==> src/rtl/ysyx_25040101_mem_arbiter_if.sv <==
// Bundles the IFU, LSU and downstream memory handshakes of the memory arbiter.
// The arbiter uses the slave modport; the requester/bus side uses master.
interface ysyx_25040101_mem_arbiter_if #(
  parameter int ADDR_W = 32,
  parameter int DATA_W = 32
);
  localparam int MASK_W = DATA_W / 8;

  logic              ifu_req_valid_i;
  logic              ifu_req_ready_o;
  logic [ADDR_W-1:0] ifu_addr_i;
  logic              ifu_rsp_valid_o;
  logic              ifu_rsp_ready_i;

  logic              lsu_req_valid_i;
  logic              lsu_req_ready_o;
  logic [ADDR_W-1:0] lsu_addr_i;
  logic              lsu_wen_i;
  logic [DATA_W-1:0] lsu_wdata_i;
  logic [MASK_W-1:0] lsu_wmask_i;
  logic              lsu_rsp_valid_o;
  logic              lsu_rsp_ready_i;

  logic [DATA_W-1:0] rsp_rdata_o;
  logic              rsp_err_o;

  logic              mem_req_valid_o;
  logic              mem_req_ready_i;
  logic [ADDR_W-1:0] mem_addr_o;
  logic              mem_wen_o;
  logic [DATA_W-1:0] mem_wdata_o;
  logic [MASK_W-1:0] mem_wmask_o;
  logic              mem_rsp_valid_i;
  logic              mem_rsp_ready_o;
  logic [DATA_W-1:0] mem_rdata_i;
  logic              mem_err_i;

  modport slave (
    input  ifu_req_valid_i, ifu_addr_i, ifu_rsp_ready_i,
    input  lsu_req_valid_i, lsu_addr_i, lsu_wen_i, lsu_wdata_i, lsu_wmask_i, lsu_rsp_ready_i,
    input  mem_req_ready_i, mem_rsp_valid_i, mem_rdata_i, mem_err_i,
    output ifu_req_ready_o, ifu_rsp_valid_o,
    output lsu_req_ready_o, lsu_rsp_valid_o,
    output rsp_rdata_o, rsp_err_o,
    output mem_req_valid_o, mem_addr_o, mem_wen_o, mem_wdata_o, mem_wmask_o, mem_rsp_ready_o
  );

  modport master (
    output ifu_req_valid_i, ifu_addr_i, ifu_rsp_ready_i,
    output lsu_req_valid_i, lsu_addr_i, lsu_wen_i, lsu_wdata_i, lsu_wmask_i, lsu_rsp_ready_i,
    output mem_req_ready_i, mem_rsp_valid_i, mem_rdata_i, mem_err_i,
    input  ifu_req_ready_o, ifu_rsp_valid_o,
    input  lsu_req_ready_o, lsu_rsp_valid_o,
    input  rsp_rdata_o, rsp_err_o,
    input  mem_req_valid_o, mem_addr_o, mem_wen_o, mem_wdata_o, mem_wmask_o, mem_rsp_ready_o
  );
endinterface

==> src/rtl/ysyx_25040101_mem_arbiter.sv <==
// IFU/LSU arbiter for the single core memory port, one transaction at a time with bus timeout.
// Define ARB_ROUND_ROBIN_EN for round-robin tie-breaking; default is fixed LSU priority.
//
// state     | meaning
// S_IDLE    | accepting a new request from the granted requester
// S_REQ     | presenting the registered request downstream
// S_RSP     | waiting for the downstream response
// S_DELIVER | holding the response for the owner until it is taken
module ysyx_25040101_mem_arbiter #(
  parameter int ADDR_W      = 32,
  parameter int DATA_W      = 32,
  parameter int TIMEOUT_CYC = 255
) (
  input  logic                         clk_i,
  input  logic                         rst_n_i,
  ysyx_25040101_mem_arbiter_if.slave   bus
);
  localparam int MASK_W    = DATA_W / 8;
  localparam bit TO_EN     = (TIMEOUT_CYC > 0);
  localparam int CNT_W     = TO_EN ? $clog2(TIMEOUT_CYC + 2) : 1;
  localparam int TO_LAST_I = TO_EN ? TIMEOUT_CYC - 1 : 0;
  localparam logic [CNT_W-1:0] TO_LAST = CNT_W'(TO_LAST_I);

  typedef enum logic [1:0] {
    S_IDLE    = 2'd0,
    S_REQ     = 2'd1,
    S_RSP     = 2'd2,
    S_DELIVER = 2'd3
  } state_t;

  state_t            state_q, state_d;
  logic              owner_q;          // 0 = IFU, 1 = LSU
  logic [ADDR_W-1:0] addr_q;
  logic              wen_q;
  logic [DATA_W-1:0] wdata_q;
  logic [MASK_W-1:0] wmask_q;
  logic [DATA_W-1:0] rdata_q;
  logic              err_q;
  logic [CNT_W-1:0]  cnt_q;

  logic pick_lsu, pick_ifu, take, timeout_hit, owner_rsp_ready;

`ifdef ARB_ROUND_ROBIN_EN
  logic last_q;

  // On a tie, favour whoever was not served last; LSU wins straight out of reset.
  assign pick_lsu = bus.lsu_req_valid_i & (~bus.ifu_req_valid_i | ~last_q);

  always_ff @(posedge clk_i or negedge rst_n_i) begin
    if (!rst_n_i) begin
      last_q <= 1'b0;
    end else if (state_q == S_IDLE && take) begin
      last_q <= pick_lsu;
    end
  end
`else
  assign pick_lsu = bus.lsu_req_valid_i;
`endif

  assign pick_ifu = bus.ifu_req_valid_i & ~pick_lsu;
  assign take     = pick_lsu | pick_ifu;

  assign timeout_hit     = TO_EN && (cnt_q >= TO_LAST);
  assign owner_rsp_ready = owner_q ? bus.lsu_rsp_ready_i : bus.ifu_rsp_ready_i;

  // Ready is gated by reset so nothing looks accepted while the block is held in reset.
  assign bus.ifu_req_ready_o = (state_q == S_IDLE) & rst_n_i & pick_ifu;
  assign bus.lsu_req_ready_o = (state_q == S_IDLE) & rst_n_i & pick_lsu;
  assign bus.ifu_rsp_valid_o = (state_q == S_DELIVER) & ~owner_q;
  assign bus.lsu_rsp_valid_o = (state_q == S_DELIVER) &  owner_q;
  assign bus.rsp_rdata_o     = rdata_q;
  assign bus.rsp_err_o       = err_q;
  assign bus.mem_req_valid_o = (state_q == S_REQ);
  assign bus.mem_rsp_ready_o = (state_q == S_RSP);
  assign bus.mem_addr_o      = addr_q;
  assign bus.mem_wen_o       = wen_q;
  assign bus.mem_wdata_o     = wdata_q;
  assign bus.mem_wmask_o     = wmask_q;

  always_comb begin
    state_d = state_q;
    case (state_q)
      S_IDLE: begin
        if (take) state_d = S_REQ;
      end
      S_REQ: begin
        if (bus.mem_req_ready_i)  state_d = S_RSP;
        else if (timeout_hit)     state_d = S_DELIVER;
      end
      S_RSP: begin
        if (bus.mem_rsp_valid_i || timeout_hit) state_d = S_DELIVER;
      end
      S_DELIVER: begin
        if (owner_rsp_ready) state_d = S_IDLE;
      end
      default: state_d = S_IDLE;
    endcase
  end

  always_ff @(posedge clk_i or negedge rst_n_i) begin
    if (!rst_n_i) begin
      state_q <= S_IDLE;
      owner_q <= 1'b0;
      addr_q  <= '0;
      wen_q   <= 1'b0;
      wdata_q <= '0;
      wmask_q <= '0;
      rdata_q <= '0;
      err_q   <= 1'b0;
      cnt_q   <= '0;
    end else begin
      state_q <= state_d;
      case (state_q)
        S_IDLE: begin
          if (take) begin
            owner_q <= pick_lsu;
            addr_q  <= pick_lsu ? bus.lsu_addr_i : bus.ifu_addr_i;
            wen_q   <= pick_lsu & bus.lsu_wen_i;
            wdata_q <= pick_lsu ? bus.lsu_wdata_i : '0;
            wmask_q <= pick_lsu ? bus.lsu_wmask_i : '0;
            cnt_q   <= '0;
          end
        end
        S_REQ: begin
          cnt_q <= cnt_q + CNT_W'(1);
          if (!bus.mem_req_ready_i && timeout_hit) begin
            rdata_q <= '0;
            err_q   <= 1'b1;
          end
        end
        S_RSP: begin
          cnt_q <= cnt_q + CNT_W'(1);
          // A late response after an abort is never accepted since mem_rsp_ready_o drops with the state.
          if (bus.mem_rsp_valid_i) begin
            rdata_q <= bus.mem_rdata_i;
            err_q   <= bus.mem_err_i;
          end else if (timeout_hit) begin
            rdata_q <= '0;
            err_q   <= 1'b1;
          end
        end
        default: ;
      endcase
    end
  end
endmodule

==> src/flat_wrapper.sv <==
// flat-port wrapper written by rule: the top's interface ports become plain ports
module ysyx_25040101_mem_arbiter_flat 
#(
  parameter int ADDR_W      = 32,
  parameter int DATA_W      = 32,
  parameter int TIMEOUT_CYC = 255
)
  (clk_i, rst_n_i, bus_ifu_req_valid_i, bus_ifu_addr_i, bus_ifu_rsp_ready_i, bus_lsu_req_valid_i, bus_lsu_addr_i, bus_lsu_wen_i, bus_lsu_wdata_i, bus_lsu_wmask_i, bus_lsu_rsp_ready_i, bus_mem_req_ready_i, bus_mem_rsp_valid_i, bus_mem_rdata_i, bus_mem_err_i, bus_ifu_req_ready_o, bus_ifu_rsp_valid_o, bus_lsu_req_ready_o, bus_lsu_rsp_valid_o, bus_rsp_rdata_o, bus_rsp_err_o, bus_mem_req_valid_o, bus_mem_addr_o, bus_mem_wen_o, bus_mem_wdata_o, bus_mem_wmask_o, bus_mem_rsp_ready_o);
  ysyx_25040101_mem_arbiter_if #(.ADDR_W(ADDR_W), .DATA_W(DATA_W)) bus_i ();
  input  logic clk_i;
  input  logic rst_n_i;
  input wire logic [$bits(bus_i.ifu_req_valid_i)-1:0] bus_ifu_req_valid_i;
  input wire logic [$bits(bus_i.ifu_addr_i)-1:0] bus_ifu_addr_i;
  input wire logic [$bits(bus_i.ifu_rsp_ready_i)-1:0] bus_ifu_rsp_ready_i;
  input wire logic [$bits(bus_i.lsu_req_valid_i)-1:0] bus_lsu_req_valid_i;
  input wire logic [$bits(bus_i.lsu_addr_i)-1:0] bus_lsu_addr_i;
  input wire logic [$bits(bus_i.lsu_wen_i)-1:0] bus_lsu_wen_i;
  input wire logic [$bits(bus_i.lsu_wdata_i)-1:0] bus_lsu_wdata_i;
  input wire logic [$bits(bus_i.lsu_wmask_i)-1:0] bus_lsu_wmask_i;
  input wire logic [$bits(bus_i.lsu_rsp_ready_i)-1:0] bus_lsu_rsp_ready_i;
  input wire logic [$bits(bus_i.mem_req_ready_i)-1:0] bus_mem_req_ready_i;
  input wire logic [$bits(bus_i.mem_rsp_valid_i)-1:0] bus_mem_rsp_valid_i;
  input wire logic [$bits(bus_i.mem_rdata_i)-1:0] bus_mem_rdata_i;
  input wire logic [$bits(bus_i.mem_err_i)-1:0] bus_mem_err_i;
  output wire logic [$bits(bus_i.ifu_req_ready_o)-1:0] bus_ifu_req_ready_o;
  output wire logic [$bits(bus_i.ifu_rsp_valid_o)-1:0] bus_ifu_rsp_valid_o;
  output wire logic [$bits(bus_i.lsu_req_ready_o)-1:0] bus_lsu_req_ready_o;
  output wire logic [$bits(bus_i.lsu_rsp_valid_o)-1:0] bus_lsu_rsp_valid_o;
  output wire logic [$bits(bus_i.rsp_rdata_o)-1:0] bus_rsp_rdata_o;
  output wire logic [$bits(bus_i.rsp_err_o)-1:0] bus_rsp_err_o;
  output wire logic [$bits(bus_i.mem_req_valid_o)-1:0] bus_mem_req_valid_o;
  output wire logic [$bits(bus_i.mem_addr_o)-1:0] bus_mem_addr_o;
  output wire logic [$bits(bus_i.mem_wen_o)-1:0] bus_mem_wen_o;
  output wire logic [$bits(bus_i.mem_wdata_o)-1:0] bus_mem_wdata_o;
  output wire logic [$bits(bus_i.mem_wmask_o)-1:0] bus_mem_wmask_o;
  output wire logic [$bits(bus_i.mem_rsp_ready_o)-1:0] bus_mem_rsp_ready_o;
  assign bus_i.ifu_req_valid_i = bus_ifu_req_valid_i;
  assign bus_i.ifu_addr_i = bus_ifu_addr_i;
  assign bus_i.ifu_rsp_ready_i = bus_ifu_rsp_ready_i;
  assign bus_i.lsu_req_valid_i = bus_lsu_req_valid_i;
  assign bus_i.lsu_addr_i = bus_lsu_addr_i;
  assign bus_i.lsu_wen_i = bus_lsu_wen_i;
  assign bus_i.lsu_wdata_i = bus_lsu_wdata_i;
  assign bus_i.lsu_wmask_i = bus_lsu_wmask_i;
  assign bus_i.lsu_rsp_ready_i = bus_lsu_rsp_ready_i;
  assign bus_i.mem_req_ready_i = bus_mem_req_ready_i;
  assign bus_i.mem_rsp_valid_i = bus_mem_rsp_valid_i;
  assign bus_i.mem_rdata_i = bus_mem_rdata_i;
  assign bus_i.mem_err_i = bus_mem_err_i;
  assign bus_ifu_req_ready_o = bus_i.ifu_req_ready_o;
  assign bus_ifu_rsp_valid_o = bus_i.ifu_rsp_valid_o;
  assign bus_lsu_req_ready_o = bus_i.lsu_req_ready_o;
  assign bus_lsu_rsp_valid_o = bus_i.lsu_rsp_valid_o;
  assign bus_rsp_rdata_o = bus_i.rsp_rdata_o;
  assign bus_rsp_err_o = bus_i.rsp_err_o;
  assign bus_mem_req_valid_o = bus_i.mem_req_valid_o;
  assign bus_mem_addr_o = bus_i.mem_addr_o;
  assign bus_mem_wen_o = bus_i.mem_wen_o;
  assign bus_mem_wdata_o = bus_i.mem_wdata_o;
  assign bus_mem_wmask_o = bus_i.mem_wmask_o;
  assign bus_mem_rsp_ready_o = bus_i.mem_rsp_ready_o;
  ysyx_25040101_mem_arbiter #(.ADDR_W(ADDR_W), .DATA_W(DATA_W), .TIMEOUT_CYC(TIMEOUT_CYC)) u_core (.clk_i(clk_i), .rst_n_i(rst_n_i), .bus(bus_i));
endmodule
==> config.mk <==
export PLATFORM = sky130hd
export DESIGN_NAME = ysyx_25040101_mem_arbiter_flat
export DESIGN_NICKNAME = d
export VERILOG_FILES = /design/src/rtl/ysyx_25040101_mem_arbiter_if.sv /design/src/rtl/ysyx_25040101_mem_arbiter.sv /design/src/flat_wrapper.sv
export SDC_FILE = /design/constraint.sdc
export NUM_CORES = 1
export LEC_CHECK = 0
export CAP_MARGIN = 20
export CORE_UTILIZATION = 38
export CTS_BUF_LIST = sky130_fd_sc_hd__clkbuf_2
export DETAILED_ROUTE_END_ITERATION = 16
export GPL_ROUTABILITY_DRIVEN = 1
export PLACE_DENSITY = 0.78
export REMOVE_ABC_BUFFERS = 1
export SYNTH_ARGS = -nofsm -noshare
export SYNTH_HDL_FRONTEND = slang
export SYNTH_SLANG_ARGS = --single-unit
export TNS_END_PERCENT = 10
==> constraint.sdc <==
create_clock -name clk_i -period 1.9 [get_ports clk_i]
set_clock_uncertainty 0.05 [all_clocks]
set_input_delay 0.38 -clock clk_i [delete_from_list [all_inputs] [get_ports clk_i]]
set_output_delay 0.38 -clock clk_i [all_outputs]
set_load 0.05 [all_outputs]
==> results.py, run 1 <==
metrics = {
    "detailed_routing": {
        "drt_iter0_markers": 260,
        "wirelength_um": 15140,
        "routedWlPerCell_um": 15.87,
        "routed_via_density": 4.899,
        "wl_met1_um": 6017,
        "drc": 0,
        "wl_met2_um": 7706,
        "firstDrtPassIters": 4,
        "antenna_left": 0,
        "vias": 4674,
        "highest_layer": "met4",
        "route.met3.wl_um": 1030,
    },
    "place": {
        "place_area_um2": 7874,
        "hpwl_um": 10880,
        "io_buffers": 249,
        "place_congestion": 0.8437,
        "dp_cells": 913,
    },
    "synth": {
        "yosysSeqAreaShare_pct": 54.11,
        "netlist_area_um2": 5273,
        "synth_area_per_cell_um2": 10.69,
        "synth_edf_count": 0,
        "ys_ff_latch": 114,
        "ys_async_sr_fraction_pct": 100.0,
        "synth.distinct_cells": 41,
        "synth_warnings": 0,
        "ys.flop_type": "dfrtp_1",
        "synthCells": 493,
    },
    "die": {
        "initial_core_util_pct": 39.35,
        "dieArea_um2": 14350,
        "num_rows": 42,
        "die_h_um": 119.8,
        "io_pins": 250,
        "dieWidth_um": 119.8,
        "fp.coreArea_um2": 13400,
    },
    "layout": {
        "fin_area_um2": 8369,
        "fin_util_pct": 62.46,
        "layout_commonest_cell": "clkdlybuf4s50_1",
        "area_delta_synth_final_pct": 58.73,
        "drive_above_1_share_pct": 30.21,
        "n_antenna_cell": 0,
        "stdcell_count": 954,
        "fill_cells": 1108,
        "final_cell_mix": "clkdlybuf4s50_1 (139), buf_4 (129), dfrtp_1 (114), nand2_1 (113), nand3_1 (39)",
        "nets": 914,
    },
    "critical_path": {
        "worstPathRequired_ns": 1.47,
        "reg2reg_depth": 8,
        "start_kind": "register",
        "cp-end-kind": "primary output",
        "path_class": "reg2out",
        "cp_max_fo": 3,
        "arrival_ns": 1.86,
    },
    "clocking": {
        "worstSkewPairLatency_ns": 0.65,
        "cts_root_buf": "clkbuf_2",
        "clk_transition_reported_paths_ns": 0.17,
        "cts_buffers": 17,
        "cts_tree": "built",
        "cts_buffer_depth": 2,
        "h-tree-depth": 4,
        "clock_sinks": 114,
    },
    "timing": {
        "setup_violations": 46,
        "max_freq_mhz": 435.9,
        "rsz0062_at_grt": "true",
        "final.period_utilization_pct": 120.7,
        "worst_slack_ns": -0.3940,
        "fin_crit_ns": 2.294,
        "worst_slew_pin_slew_ns": 0.8692,
        "final-hold-violation-count": 0,
        "slew_headroom_pct": 42.06,
        "slew_viol_final": 0,
    },
    "grt": {
        "grtUsageTotal_pct": 21.50,
        "grt_first_pass_wirelength_um": 23670,
        "grt_max_degree": 70,
        "antenna_found_initial": 0,
        "grt_pass1_vias": 4740,
        "grt_overflow_total": 0,
    },
    "run_status": {
        "status": "finished, violations left",
        "violations": "setup timing",
    },
    "min_path": {
        "min_path_type": "in2reg",
        "whs_path_depth": 3,
    },
    "flow_run": {
        "maxCapViolCount": 0,
    },
    "power": {
        "ir_drop_mv": 0.8961,
        "leakagePower_uw": 0.004214,
        "power_density_nw_per_um2": 1691,
    },
}
logic make-up after synthesis:
kind of cell	after synthesis	share of synthesized area, %
muxes	67	15.57
xor gates and xnor gates	4	0.6646
buffers and inverters	39	3.987
DFF	114	54.11
adders and majority gates	6	1.424
and+or+nand+nor	212	18.75
AOI/OAI and AO/OA	51	5.505
timing repair:
item	in CTS	in global routing
endpoints found under the hold margin	117	0
resized for setup	36	14
gates cloned	1	0
hold buffers	2	0
endpoints found under the setup margin	43	55
pin swaps	6	0
buffers inserted	7	0
registers in the layout, indices dropped and copies added, names as in the netlist:
name,cells
u_core.bus.mem_wdata_o,32
u_core.bus.rsp_err_o,1
u_core.bus.mem_wmask_o,4
u_core.state_q,2
u_core.bus.rsp_rdata_o,32
u_core.owner_q,1
u_core.bus.mem_wen_o,1
u_core.cnt_q,9
u_core.bus.mem_addr_o,32
synth_stat cells (2+ instances only):
| library cell | count | share of area, % |
|---|---|---|
| mux2_2 | 4 | 0.85 |
| dfrtp_1 | 114 | 54 |
| nand2_1 | 113 | 8.0 |
| clkbuf_1 | 21 | 1.5 |
| nor2b_1 | 2 | 0.24 |
| a21oi_1 | 4 | 0.38 |
| nor2_1 | 9 | 0.64 |
| ha_1 | 6 | 1.4 |
| nand3_1 | 40 | 3.8 |
| or3_1 | 3 | 0.36 |
| o32a_1 | 2 | 0.38 |
| o21ai_0 | 38 | 3.6 |
| and3_1 | 33 | 3.9 |
| mux2_4 | 29 | 8.3 |
| buf_12 | 3 | 1.1 |
| buf_2 | 6 | 0.57 |
| xor2_1 | 2 | 0.33 |
| buf_1 | 3 | 0.21 |
| mux2i_1 | 34 | 6.5 |
| xnor2_1 | 2 | 0.33 |
| inv_1 | 5 | 0.36 |
critical path, cell delays in order (launching register included):
cell,delay [ns]
dfrtp_1,0.43
buf_4,0.16
buf_4,0.15
ha_4,0.16
and2_4,0.16
buf_12,0.14
power breakdown:
group	switching (uW)	total [uW]	internal, uW
Clock	894	1590	698
Sequential	580	3980	3400
Combinational	5460	8580	3110
Total	6940	14200	7220
per-stage QoR:
stage               setup TNS [ns]  worst slack [ns]  hold slack, ns  total power, uW
finish                      -4.510           -0.3940          0.2054            14150
global route                -8.278           -0.5453          0.1113            14920
CTS                         -4.541           -0.4628          0.1226            14160
detailed placement          -3.304           -0.1153          0.4070            12110
global placement            -2.537          -0.08728          0.4018            11910
floorplan                  -209.21            -2.862         0.03441             9085
metal layers:
layer	vias to the layer above	track usage, %
li1	2240	-
met1	2231	24.68
met2	172	36.42
met3	31	6.987
met4	0	9.609
met5	-	0
path summary, 6_finish.rpt:
kind	from	to	slack, ns
min in group asynchronous	rst_n_i	u_core.bus.mem_addr_o[22]$_DFFE_PN0P_	0.39
worst max-delay path	u_core.state_q[0]$_DFFE_PN0P_	bus_lsu_rsp_valid_o	-0.39
worst min-delay path	bus_lsu_wdata_i[12]	u_core.bus.mem_wdata_o[12]$_DFFE_PN0P_	0.21
max in group asynchronous	rst_n_i	u_core.bus.mem_wmask_o[1]$_DFFE_PN0P_	0.71
worst max register to register	u_core.state_q[0]$_DFFE_PN0P_	u_core.cnt_q[7]$_DFFE_PN0P_	-0.17
worst min register to register	u_core.bus.mem_wmask_o[1]$_DFFE_PN0P_	u_core.bus.mem_wmask_o[1]$_DFFE_PN0P_	0.44
layout make-up:
type	count	area (um2)	area share, %
inverter	5	18.77	0.2242
timing repair buffer	288	2703	32.29
multi-input combinational	340	2344	28.00
sequential	114	2853	34.09
tap	176	220.2	2.631
clock buffer	17	85.08	1.017
clock inverter	14	146.4	1.749
Power figures use the tool's default switching activity.
==> run 2: changes to the inputs <==
--- a/config.mk
+++ b/config.mk
@@ -6,11 +6,12 @@
 export NUM_CORES = 1
 export LEC_CHECK = 0
 export CAP_MARGIN = 20
-export CORE_UTILIZATION = 38
+export CORE_UTILIZATION = 46
 export CTS_BUF_LIST = sky130_fd_sc_hd__clkbuf_2
 export DETAILED_ROUTE_END_ITERATION = 16
 export GPL_ROUTABILITY_DRIVEN = 1
-export PLACE_DENSITY = 0.78
+export GPL_TIMING_DRIVEN = 0
+export PLACE_DENSITY = 0.89
 export REMOVE_ABC_BUFFERS = 1
 export SYNTH_ARGS = -nofsm -noshare
 export SYNTH_HDL_FRONTEND = slang
==> constraint.sdc (replaced) <==
create_clock -name clk_i -period 2.8 [get_ports clk_i]
set_clock_uncertainty 0.05 [all_clocks]
set_input_delay 0.56 -clock clk_i [delete_from_list [all_inputs] [get_ports clk_i]]
set_output_delay 0.56 -clock clk_i [all_outputs]
set_load 0.05 [all_outputs]
==> results.py, run 2 (same netlist as run 1, synthesis figures left out) <==
metrics = {
    "run_status": {
        "status": "finished clean",
    },
    "die": {
        "dieWidth_um": 109.1,
        "num_rows": 38,
        "io_pins": 250,
        "die_h_um": 109.1,
        "dieArea_um2": 11890,
        "initial_core_util_pct": 48.01,
        "fp.coreArea_um2": 10980,
    },
    "detailed_routing": {
        "firstDrtPassIters": 4,
        "routedWlPerCell_um": 17.45,
        "highest_layer": "met4",
        "route.met3.wl_um": 1032,
        "drt_iter0_markers": 249,
        "wl_met1_um": 5899,
        "vias": 4642,
        "drc": 0,
        "routed_via_density": 5.222,
        "wirelength_um": 15510,
        "wl_met2_um": 8228,
        "antenna_left": 0,
    },
    "place": {
        "place_area_um2": 7861,
        "dp_cells": 852,
        "hpwl_um": 10840,
        "place_congestion": 0.8198,
        "dp_worst_setup_slack_ns": -0.5043,
        "io_buffers": 249,
    },
    "grt": {
        "antenna_found_initial": 0,
        "grt_overflow_total": 0,
        "grt_max_degree": 76,
        "grt_first_pass_wirelength_um": 23720,
        "grtUsageTotal_pct": 26.84,
        "grt_pass1_vias": 4712,
    },
    "power": {
        "power_density_nw_per_um2": 1128,
        "ir_drop_mv": 0.8149,
        "leakagePower_uw": 0.003854,
    },
    "layout": {
        "nets": 884,
        "drive_above_1_share_pct": 11.21,
        "n_antenna_cell": 0,
        "fin_area_um2": 8098,
        "area_delta_synth_final_pct": 53.58,
        "final_cell_mix": "clkdlybuf4s50_1 (241), dfrtp_1 (114), nand2_1 (113), nand3_1 (40), o21ai_0 (38)",
        "layout_commonest_cell": "clkdlybuf4s50_1",
        "stdcell_count": 889,
    },
    "critical_path": {
        "cp-startpoint": "u_core.state_q[1]$_DFFE_PN0P_",
        "cp-end-kind": "primary output",
        "slowest_stage": "dfrtp_1",
        "r2r_setup_slack_ns": 0.23,
        "r2r_start": "u_core.state_q[1]$_DFFE_PN0P_",
        "endpoint": "bus_ifu_req_ready_o",
        "worstPathCellList": "inv_1 -> ha_4 -> and4b_1 -> buf_2",
        "start_kind": "register",
        "path_class": "reg2out",
        "r2r_end": "u_core.bus.rsp_rdata_o[31]$_DFFE_PN0P_",
        "cp_max_fo": 14,
        "reg2reg_depth": 6,
        "worstPathRequired_ns": 2.19,
        "arrival_ns": 2.08,
        "slowest_delay_ns": 0.49,
    },
    "min_path": {
        "min_path_type": "in2async",
    },
    "clocking": {
        "cts_tree": "built",
        "clk_transition_reported_paths_ns": 0.16,
        "cts_root_buf": "clkbuf_2",
        "cts_buffer_depth": 2,
        "h-tree-depth": 4,
        "worstSkewPairLatency_ns": 0.64,
        "cts_buffers": 17,
        "clock_sinks": 114,
    },
    "timing": {
        "setup_violations": 0,
        "hold_ws_ns": 0.3815,
        "worst_slew_pin_slew_ns": 0.9669,
        "rsz0062_at_grt": "true",
        "fin_crit_ns": 2.690,
        "slew_viol_final": 0,
        "final-hold-violation-count": 0,
        "finalSetupTns_ns": 0,
        "max_freq_mhz": 371.7,
        "final.period_utilization_pct": 96.08,
        "slew_headroom_pct": 35.34,
        "worst_slack_ns": 0.1098,
    },
    "flow_run": {
        "maxCapViolCount": 0,
    },
}
-- run 2: worst min path at each step --
stage | from | to
after global routing | bus_lsu_wdata_i[27] | u_core.bus.mem_wdata_o[27]$_DFFE_PN0P_
final | rst_n_i | u_core.bus.rsp_rdata_o[4]$_DFFE_PN0P_
after floorplan | rst_n_i | u_core.bus.mem_addr_o[0]$_DFFE_PN0P_
after detailed placement | u_core.bus.mem_wdata_o[10]$_DFFE_PN0P_ | u_core.bus.mem_wdata_o[10]$_DFFE_PN0P_
after global placement | u_core.bus.mem_wmask_o[1]$_DFFE_PN0P_ | u_core.bus.mem_wmask_o[1]$_DFFE_PN0P_
after CTS | bus_lsu_wdata_i[27] | u_core.bus.mem_wdata_o[27]$_DFFE_PN0P_
-- run 2: critical path: cells and delay by family (launching register included) --
| family | cells | cell delay [ns] |
|---|---|---|
| adders and majority gates | 1 | 0.30 |
| and+or+nand+nor | 1 | 0.23 |
| DFF | 1 | 0.49 |
| buffers and inverters | 2 | 0.42 |
-- run 2: repair_timing --
action                                  CTS  global route
pin swaps                                 1             0
buffers inserted                          2             1
endpoints found under the hold margin    49             0
hold buffers                              2             0
gates resized for setup                  19             8
gates cloned                              0             0
endpoints found under the setup margin   24             6
-- run 2: metrics by stage --
stage	total power [uW]	util [%]
after floorplan	6165	-
after global placement	8018	70.55
after detailed placement	8220	71.58
after CTS	9139	73.71
after global routing	9602	73.73
final	9134	73.73
-- run 2: layout make-up --
type                       instances  area, um2
multi-input combinational        340       2247
sequential                       114       2853
timing repair buffer             258       2653
clock inverter                    11      46.29
inverter                           5      18.77
fill                             747       2885
clock buffer                      21      105.1
tap                              140      175.2
-- run 2: where the power goes --
part / internal (uW) / switching [uW]
clock network: 218 / 575
logic: 1990 / 3620
registers: 2310 / 421
total: 4520 / 4620
-- run 2: routing by layer --
layer | GRT usage [%] | vias up
met5 | 0 | -
met4 | 10.52 | 0
met3 | 8.189 | 33
met2 | 47.26 | 177
met1 | 30.21 | 2256
li1 | - | 2176
==> run 3: changes to the inputs <==
--- a/config.mk
+++ b/config.mk
@@ -12,6 +12,7 @@
 export GPL_ROUTABILITY_DRIVEN = 1
 export GPL_TIMING_DRIVEN = 0
 export PLACE_DENSITY = 0.89
+export RECOVER_POWER = 100
 export REMOVE_ABC_BUFFERS = 1
 export SYNTH_ARGS = -nofsm -noshare
 export SYNTH_HDL_FRONTEND = slang
==> results.py, run 3 (same netlist as run 1, synthesis figures left out) <==
metrics = {
    "layout": {
        "stdcell_count": 889,
        "nets": 884,
        "area_delta_synth_final_pct": 53.58,
        "drive_above_1_share_pct": 11.21,
        "layout_commonest_cell": "clkdlybuf4s50_1",
        "n_antenna_cell": 0,
        "final_cell_mix": "clkdlybuf4s50_1 (241), dfrtp_1 (114), nand2_1 (113), nand3_1 (40), o21ai_0 (38)",
    },
    "die": {
        "initial_core_util_pct": 48.01,
        "io_pins": 250,
        "die_h_um": 109.1,
        "num_rows": 38,
        "dieWidth_um": 109.1,
        "fp.coreArea_um2": 10980,
        "dieArea_um2": 11890,
    },
    "clocking": {
        "h-tree-depth": 4,
        "cts_root_buf": "clkbuf_2",
        "cts_buffers": 17,
        "cts_buffer_depth": 2,
        "worstSkewPairLatency_ns": 0.66,
        "cts_tree": "built",
        "clk_transition_reported_paths_ns": 0.16,
        "clock_sinks": 114,
    },
    "critical_path": {
        "worstPathRequired_ns": 2.19,
        "path_class": "reg2out",
        "r2r_setup_slack_ns": 0.23,
        "cp-end-kind": "primary output",
        "cp_top_family": "flip-flops",
        "slowest_stage": "dfrtp_1",
        "slowest_delay_ns": 0.49,
        "crit_buf_inv": 2,
        "start_kind": "register",
        "worstPathCellList": "inv_1 -> ha_4 -> and4b_1 -> buf_2",
        "cp-startpoint": "u_core.state_q[1]$_DFFE_PN0P_",
        "arrival_ns": 2.08,
        "r2r_start": "u_core.state_q[1]$_DFFE_PN0P_",
        "cp_max_fo": 14,
    },
    "detailed_routing": {
        "routedWlPerCell_um": 17.43,
        "drt_iter0_markers": 249,
        "firstDrtPassIters": 4,
        "antenna_left": 0,
        "vias": 4675,
        "routed_via_density": 5.259,
        "wirelength_um": 15500,
        "drc": 0,
    },
    "power": {
        "power_density_nw_per_um2": 1128,
        "ir_drop_mv": 0.8067,
        "leakagePower_uw": 0.003854,
    },
    "grt": {
        "grt_overflow_total": 0,
        "grt_pass1_vias": 4712,
        "grtUsageTotal_pct": 26.84,
        "grt_max_degree": 76,
        "antenna_found_initial": 0,
        "grt_first_pass_wirelength_um": 23720,
    },
    "place": {
        "hpwl_um": 10840,
        "place_congestion": 0.8198,
        "dp_cells": 852,
        "io_buffers": 249,
    },
    "timing": {
        "max_freq_mhz": 371.2,
        "worst_slew_pin_slew_ns": 0.9681,
        "fin_crit_ns": 2.694,
        "setup_violations": 0,
        "rsz0062_at_grt": "true",
        "finalSetupTns_ns": 0,
        "hold_ws_ns": 0.3682,
        "slew_viol_final": 0,
        "final.period_utilization_pct": 96.22,
        "final-hold-violation-count": 0,
        "slew_headroom_pct": 35.26,
    },
    "run_status": {
        "status": "finished clean",
    },
    "min_path": {
        "min_path_type": "in2async",
    },
    "flow_run": {
        "maxCapViolCount": 0,
    },
}
-- run 3: worst paths after layout --
path	cells after the start	endpoint
worst max register to register	6	u_core.bus.rsp_rdata_o[31]$_DFFE_PN0P_
min in group clk_i	3	u_core.bus.mem_wdata_o[27]$_DFFE_PN0P_
worst min register to register	2	u_core.bus.mem_wdata_o[27]$_DFFE_PN0P_
worst min-delay path	3	u_core.bus.rsp_rdata_o[4]$_DFFE_PN0P_
worst max-delay path	4	bus_ifu_req_ready_o
max in group asynchronous	3	u_core.bus.mem_addr_o[6]$_DFFE_PN0P_
-- run 3: area by class of cell --
cell class,instances,area [um2]
tap,140,175.2
clock inverter,11,46.29
sequential,114,2853
multi-input combinational,340,2247
clock buffer,21,105.1
inverter,5,18.77
timing repair buffer,258,2653
fill,747,2885
-- run 3: routing by layer --
metal / track usage (%) / routed length [um] / vias up
li1: - / - / 2177
met1: 30.21 / 5903 / 2275
met2: 47.26 / 8191 / 189
met3: 8.189 / 1022 / 34
met4: 10.52 / 379 / 0
met5: 0 / 0 / -
-- run 3: worst register-to-register path: cells and delay by family (launching register included) --
kind / cells / cell delay, ns
fa+ha+maj: 1 / 0.23
compound gates: 1 / 0.64
buf+inv: 2 / 0.41
mux: 1 / 0.35
simple gates: 1 / 0.31
flops: 1 / 0.49
-- run 3: where the power goes --
group / total (uW) / switching [uW] / internal (uW)
logic: 5610 / 3620 / 1990
registers: 2730 / 421 / 2310
clock network: 797 / 579 / 218
total: 9130 / 4620 / 4520
-- run 3: stage by stage --
| stage | instance area (um2) | total power [uW] | setup WS [ns] | utilization, % |
|---|---|---|---|---|
| global placement | 7749 | 8018 | -7.122 | 70.55 |
| floorplan | 5081 | 6165 | -2.142 | - |
| global route | 8098 | 9602 | -0.04907 | 73.73 |
| CTS | 8095 | 9139 | 0.01783 | 73.71 |
| finish | 8098 | 9133 | 0.1058 | 73.73 |
| detailed placement | 7861 | 8220 | -0.5043 | 71.58 |
-- run 3: repair_timing --
item / in CTS / in global routing
setup buffers: 2 / 1
endpoints found under the hold margin: 49 / 0
setup endpoints to repair: 24 / 6
resized for setup: 19 / 8
pin swaps: 1 / 0
hold buffers: 2 / 0
